## src/rtl/ratio_to_fixed_point_if.sv

```systemverilog
// Start/done bus of the ratio to split fixed-point converter.
// The master drives the request; the slave returns the result.
interface ratio_to_fixed_point_if #(
  parameter int NUM_W = 21,
  parameter int X_W   = 10,
  parameter int Y_W   = 18
);
  logic                    start;
  logic signed [NUM_W-1:0] num;
  logic signed [NUM_W-1:0] den;
  logic                    busy;
  logic                    done;
  logic signed [X_W-1:0]   fixed_X;
  logic [Y_W-1:0]          fixed_Y;
  logic                    neg;
  logic                    overflow;
  logic                    div_by_zero;

  modport master (
    output start, num, den,
    input  busy, done, fixed_X, fixed_Y,
    input  neg, overflow, div_by_zero
  );

  modport slave (
    input  start, num, den,
    output busy, done, fixed_X, fixed_Y,
    output neg, overflow, div_by_zero
  );
endinterface

```

## src/rtl/ratio_to_fixed_point.sv

```systemverilog
// Sequential signed divider: num/den -> integer part plus
// a 5-decimal fraction, one restoring quotient bit per clock.
module ratio_to_fixed_point #(
  parameter int NUM_W   = 21,
  parameter int X_W     = 10,
  parameter int Y_W     = 18,
  parameter int SCALE   = 100000,
  parameter int SCALE_W = 17
) (
  input logic clock,
  input logic resetn,
  ratio_to_fixed_point_if.slave bus
);

  localparam int AW = NUM_W + SCALE_W;
  localparam int RW = NUM_W + 1;
  localparam int CW = $clog2(AW);

  localparam logic [X_W-1:0] XMAX =
    {1'b0, {(X_W-1){1'b1}}};

  typedef enum logic [1:0] {
    IDLE, INT, FRAC, FIN
  } state_e;

  state_e            state_q;
  logic [CW-1:0]     cnt_q;
  logic [AW-1:0]     a_q;
  logic [RW-1:0]     r_q;
  logic [NUM_W-1:0]  d_q;
  logic [NUM_W-1:0]  qi_q;
  logic              sign_q;
  logic              dz_q;
  logic              busy_q;
  logic              done_q;
  logic [X_W-1:0]    x_q;
  logic [Y_W-1:0]    y_q;
  logic              neg_q;
  logic              ovf_q;
  logic              dzo_q;

  logic [NUM_W-1:0]  num_abs;
  logic [NUM_W-1:0]  den_abs;
  logic [RW-1:0]     sh;
  logic              ge;
  logic [RW-1:0]     r_d;
  logic [AW-1:0]     a_d;
  logic [AW-1:0]     prod;
  logic [SCALE_W-1:0] qf;
  logic              big;
  logic [X_W-1:0]    xsat;

  always_comb begin
    num_abs = bus.num[NUM_W-1] ? -bus.num : bus.num;
    den_abs = bus.den[NUM_W-1] ? -bus.den : bus.den;
    sh      = {r_q[NUM_W-1:0], a_q[AW-1]};
    ge      = sh >= {1'b0, d_q};
    r_d     = ge ? sh - {1'b0, d_q} : sh;
    a_d     = {a_q[AW-2:0], ge};
    prod    = AW'(r_d) * AW'(SCALE);
    qf      = a_q[SCALE_W-1:0];
    big     = qi_q > NUM_W'(XMAX);
    xsat    = sign_q ? -XMAX : XMAX;
  end

  always_ff @(posedge clock or negedge resetn) begin
    if (!resetn) begin
      state_q <= IDLE;
      cnt_q   <= '0;
      a_q     <= '0;
      r_q     <= '0;
      d_q     <= '0;
      qi_q    <= '0;
      sign_q  <= 1'b0;
      dz_q    <= 1'b0;
      busy_q  <= 1'b0;
      done_q  <= 1'b0;
      x_q     <= '0;
      y_q     <= '0;
      neg_q   <= 1'b0;
      ovf_q   <= 1'b0;
      dzo_q   <= 1'b0;
    end else begin
      done_q <= 1'b0;
      unique case (state_q)
        IDLE: begin
          if (bus.start) begin
            a_q    <= {num_abs, {SCALE_W{1'b0}}};
            r_q    <= '0;
            d_q    <= den_abs;
            sign_q <= bus.num[NUM_W-1] ^ bus.den[NUM_W-1];
            dz_q   <= (bus.den == '0);
            busy_q <= 1'b1;
            // den=0 takes one dummy FRAC step so done lands after E2
            if (bus.den == '0) begin
              state_q <= FRAC;
              cnt_q   <= '0;
            end else begin
              state_q <= INT;
              cnt_q   <= CW'(NUM_W - 1);
            end
          end
        end
        INT: begin
          r_q   <= r_d;
          a_q   <= a_d;
          cnt_q <= cnt_q - 1'b1;
          if (cnt_q == '0) begin
            qi_q    <= a_d[NUM_W-1:0];
            a_q     <= prod;
            r_q     <= '0;
            cnt_q   <= CW'(AW - 1);
            state_q <= FRAC;
          end
        end
        FRAC: begin
          r_q   <= r_d;
          a_q   <= a_d;
          cnt_q <= cnt_q - 1'b1;
          if (cnt_q == '0) state_q <= FIN;
        end
        FIN: begin
          state_q <= IDLE;
          busy_q  <= 1'b0;
          done_q  <= 1'b1;
          dzo_q   <= dz_q;
          if (dz_q) begin
            x_q   <= xsat;
            y_q   <= Y_W'(SCALE - 1);
            neg_q <= sign_q;
            ovf_q <= 1'b0;
          end else if (big) begin
            x_q   <= xsat;
            y_q   <= Y_W'(SCALE - 1);
            neg_q <= sign_q;
            ovf_q <= 1'b1;
          end else begin
            x_q   <= sign_q ? -X_W'(qi_q) : X_W'(qi_q);
            y_q   <= Y_W'(qf);
            neg_q <= sign_q & ((qi_q != '0) | (qf != '0));
            ovf_q <= 1'b0;
          end
        end
        default: state_q <= IDLE;
      endcase
    end
  end

  assign bus.busy        = busy_q;
  assign bus.done        = done_q;
  assign bus.fixed_X     = x_q;
  assign bus.fixed_Y     = y_q;
  assign bus.neg         = neg_q;
  assign bus.overflow    = ovf_q;
  assign bus.div_by_zero = dzo_q;

endmodule
```

## src/flat_wrapper.sv

```systemverilog
// flat-port wrapper written by rule: the top's interface ports become plain ports
module ratio_to_fixed_point_flat 
#(
  parameter int NUM_W   = 21,
  parameter int X_W     = 10,
  parameter int Y_W     = 18,
  parameter int SCALE   = 100000,
  parameter int SCALE_W = 17
)
  (clock, resetn, bus_start, bus_num, bus_den, bus_busy, bus_done, bus_fixed_X, bus_fixed_Y, bus_neg, bus_overflow, bus_div_by_zero);
  ratio_to_fixed_point_if #(.NUM_W(NUM_W), .X_W(X_W), .Y_W(Y_W)) bus_i ();
  input logic clock;
  input logic resetn;
  input wire logic [$bits(bus_i.start)-1:0] bus_start;
  input wire logic [$bits(bus_i.num)-1:0] bus_num;
  input wire logic [$bits(bus_i.den)-1:0] bus_den;
  output wire logic [$bits(bus_i.busy)-1:0] bus_busy;
  output wire logic [$bits(bus_i.done)-1:0] bus_done;
  output wire logic [$bits(bus_i.fixed_X)-1:0] bus_fixed_X;
  output wire logic [$bits(bus_i.fixed_Y)-1:0] bus_fixed_Y;
  output wire logic [$bits(bus_i.neg)-1:0] bus_neg;
  output wire logic [$bits(bus_i.overflow)-1:0] bus_overflow;
  output wire logic [$bits(bus_i.div_by_zero)-1:0] bus_div_by_zero;
  assign bus_i.start = bus_start;
  assign bus_i.num = bus_num;
  assign bus_i.den = bus_den;
  assign bus_busy = bus_i.busy;
  assign bus_done = bus_i.done;
  assign bus_fixed_X = bus_i.fixed_X;
  assign bus_fixed_Y = bus_i.fixed_Y;
  assign bus_neg = bus_i.neg;
  assign bus_overflow = bus_i.overflow;
  assign bus_div_by_zero = bus_i.div_by_zero;
  ratio_to_fixed_point #(.NUM_W(NUM_W), .X_W(X_W), .Y_W(Y_W), .SCALE(SCALE), .SCALE_W(SCALE_W)) u_core (.clock(clock), .resetn(resetn), .bus(bus_i));
endmodule
```

## config.mk

```make
export PLATFORM = sky130hd
export DESIGN_NAME = ratio_to_fixed_point_flat
export DESIGN_NICKNAME = d
export VERILOG_FILES = /design/src/rtl/ratio_to_fixed_point_if.sv /design/src/rtl/ratio_to_fixed_point.sv /design/src/flat_wrapper.sv
export SDC_FILE = /design/constraint.sdc
export NUM_CORES = 1
export LEC_CHECK = 0
export BUFFER_PORTS_ARGS = -buffer_cell sky130_fd_sc_hd__buf_2
export CORE_ASPECT_RATIO = 2
export CORE_MARGIN = 5
export CORE_UTILIZATION = 34
export CTS_CLUSTER_DIAMETER = 60
export DETAILED_ROUTE_END_ITERATION = 12
export SETUP_SLACK_MARGIN = 0.3
export SLEW_MARGIN = 20
export SYNTH_ARGS = -nofsm -noshare
export SYNTH_HDL_FRONTEND = slang
export SYNTH_SLANG_ARGS = --single-unit
```

## constraint.sdc

```tcl
create_clock -name clock -period 9.5 [get_ports clock]
set_input_delay 1.425 -clock clock [delete_from_list [all_inputs] [get_ports clock]]
set_output_delay 1.425 -clock clock [all_outputs]
set_load 0.005 [all_outputs]
```

==> flow_metrics.py <==
metrics = {
    "synth": {
        "yosysUniqueCellTypes": 70,
        "synth_ff_type": "dfrtp_1",
        "netlist_area_mm2": 0.01317,
        "synth_top_area_share_pct": 27.17,
        "syn_nets": 1807,
        "synth_seq_cells": 143,
        "ys_top_cells_by_count": "245 x inv_1, 172 x nand2_1, 155 x ha_1",
        "synthArstFlopShare_pct": 100.0,
        "synth.largest_area_cell": "dfrtp_1",
        "syn_inst": 1543,
        "netlist_top_cells_area": "dfrtp_1 27%, ha_1 15%, fa_1 9.7%",
        "synth_edf_count": 0,
        "avgSynthCellArea_um2": 8.537,
        "synth_most_common_cell": "inv_1",
        "yosysSeqAreaShare_pct": 27.17,
        "ys_warn_count": 0,
    },
    "finish": {
        "instances_no_fill": 2132,
        "nets": 1864,
        "register_area_mm2": 0.003578,
        "drive_gt1_share_pct": 9.491,
        "multi_input_area_mm2": 0.008491,
        "area_growth_pct": 12.03,
        "fill_cells": 3968,
        "insertedDiodeCount": 0,
    },
    "setup_path": {
        "arrival_ps": 8820,
        "crit_path_frequent_cell": "inv_1",
        "crit_path_max_fanout": 20,
        "critPathCaptureType": "flop",
        "startpoint_type": "flop",
        "cpPeakStageDelay_ps": 670,
        "setup.worst_path.class": "flop to flop",
        "slowest_stage": "a211oi_4",
        "crit_required_ps": 9790,
    },
    "sta": {
        "rsz0062_at_grt": "false",
        "finalClockSkew_ps": 10.11,
        "min_period_ps": 8537,
        "drv_slew": 0,
        "setup_tns_ps": 0,
        "worstMarginPinSlew_ps": 1014,
        "max_slew_margin_pct": 31.81,
        "hold_viol_final": 0,
        "fmax_mhz": 117.1,
        "setup-violations-final": 0,
        "post-route-period-util_pct": 89.87,
        "hold_ws_ps": 478.0,
    },
    "route": {
        "wire_per_inst_um": 16.90,
        "ant_nets": 0,
        "first_iter_violations": 556,
        "vias_per_cell": 5.157,
        "num_vias": 11000,
        "dr.pass1.iters": 6,
        "drc_errors": 0,
        "totalWireLength_um": 36020,
    },
    "global_routing": {
        "grt_max_degree": 81,
        "grt.overflow.total": 0,
        "grt_usage_pct": 17.18,
        "grt_pass1_vias": 11380,
        "grt_pass1_wl_um": 58280,
        "grt_antenna_before_repair": 0,
    },
    "cts": {
        "cts_root_buffer": "clkbuf_16",
        "cts_hold_buf": 0,
        "cts.sinks": 143,
        "ctsResizeCount": 0,
        "cts_buffers": 17,
        "cts_tree": "done",
        "cts_setup_buffers": 0,
        "ctsLongestPathBuffers": 2,
        "path_clk_slew_ps": 60,
        "clk_latency_ps": 430,
        "htree_num_levels": 4,
    },
    "place": {
        "dpl.hpwl_um": 29080,
        "numPortBuffers": 76,
        "dp_cells": 2101,
        "gp_congestion": 0.9220,
    },
    "die": {
        "chipWidth_um": 149.2,
        "fp-row-count": 102,
        "fp.dieH_um": 288.4,
        "coreArea_mm2": 0.03854,
        "dieArea_mm2": 0.04302,
        "initial_utilization_pct": 34.18,
        "ios": 78,
    },
    "worst_hold_path": {
        "worstHoldPathType": "flop to flop",
    },
    "job": {
        "maxCapViolCount": 0,
    },
    "run_status": {
        "outcome": "finished clean",
    },
}
-- path summary, 6_finish.rpt --
path                           startpoint             end  slack [ps]  cells past startpoint
setup / recovery           u_core.a_q[37]  u_core.a_q[35]         960                     30
hold / removal              u_core.d_q[3]   u_core.d_q[3]         480                      2
setup reg to reg           u_core.a_q[37]  u_core.a_q[35]         960                     30
hold reg to reg             u_core.d_q[3]   u_core.d_q[3]         480                      2
max in group asynchronous          resetn  u_core.a_q[25]        7100                      2
min in group asynchronous          resetn  u_core.d_q[15]        1020                      1
-- kinds of logic (layout without fill, tap and decap cells) --
group / Yosys count / in the layout / synth area share [%]
other cells: 1 / 1 / 0.02847
buf+inv: 301 / 370 / 8.682
xor+xnor: 81 / 81 / 5.386
compound gates: 367 / 367 / 18.30
flops: 143 / 143 / 27.17
fa+ha+maj: 219 / 219 / 24.45
simple gates: 415 / 415 / 14.68
mux: 16 / 16 / 1.301
-- flip-flops by register name, summed over array words and instances, names as in the netlist, 2 cells and up --
signal              count
u_core.cnt_q            6
u_core.a_q             38
u_core.qi_q            21
u_core.bus.fixed_X     10
u_core.state_q          2
u_core.bus.fixed_Y     17
u_core.d_q             21
u_core.r_q             21
-- critical path: cells and delay by family, from the launching register on --
family / cells / cell delay [ps]
adders and majority gates: 8 / 3270
and+or+nand+nor: 4 / 980
muxes: 1 / 300
buffers and inverters: 8 / 930
DFF: 1 / 360
AOI/OAI and AO/OA: 9 / 2540
-- per-stage QoR --
| stage | cell area, µm² | utilization [%] | worst slack [ps] |
|---|---|---|---|
| floorplan | 13170 | - | 1938 |
| detailed placement | 14150 | 36.71 | 965.7 |
| global placement | 14150 | 36.71 | 1017 |
| finish | 14760 | 38.29 | 962.7 |
| global route | 14760 | 38.29 | 310.3 |
| CTS | 14750 | 38.27 | 955.9 |
-- cells in the final DEF (no fill, tap or decap), drive strengths merged, types with 5 or more instances in the layout --
master | netlist | final
nand2b | 5 | 5
a221o | 15 | 15
or4 | 7 | 7
o211ai | 5 | 5
nor2 | 91 | 91
xor2 | 41 | 41
nor4 | 14 | 14
nor3 | 32 | 32
and2 | 7 | 7
ha | 155 | 155
buf | 8 | 92
xnor2 | 40 | 40
o21ai | 115 | 115
o31ai | 27 | 27
a31oi | 8 | 8
a221oi | 6 | 6
nand4 | 10 | 10
nor2b | 13 | 13
o21a | 10 | 10
nand2 | 172 | 172
a21oi | 74 | 74
fa | 64 | 64
a211oi | 10 | 10
nand3 | 26 | 26
mux2i | 7 | 7
a21o | 13 | 13
o41ai | 6 | 6
a22o | 24 | 24
o22ai | 11 | 11
clkbuf | 46 | 23
o221ai | 7 | 7
dfrtp | 143 | 143
mux2 | 9 | 9
or3 | 15 | 15
and3 | 8 | 8
clkinv | 2 | 5
inv | 245 | 245
-- layout make-up --
type	instances	share of cell area, %
Timing Repair Buffer	92	3.434
Clock inverter	8	0.7122
Clock buffer	23	3.375
Inverter	247	6.283
Multi-Input combinational cell	1099	57.54
Sequential cell	143	24.25
Tap cell	520	4.409
-- per-layer routing --
metal	global-route usage, %	wire [µm]
met1	16.24	12300
met2	34.37	20700
met3	1.790	696
met4	10.49	2323
met5	0	0
Power is not shown: default switching activity piles up to over one toggle a cycle in this logic, so the estimate is an artifact.
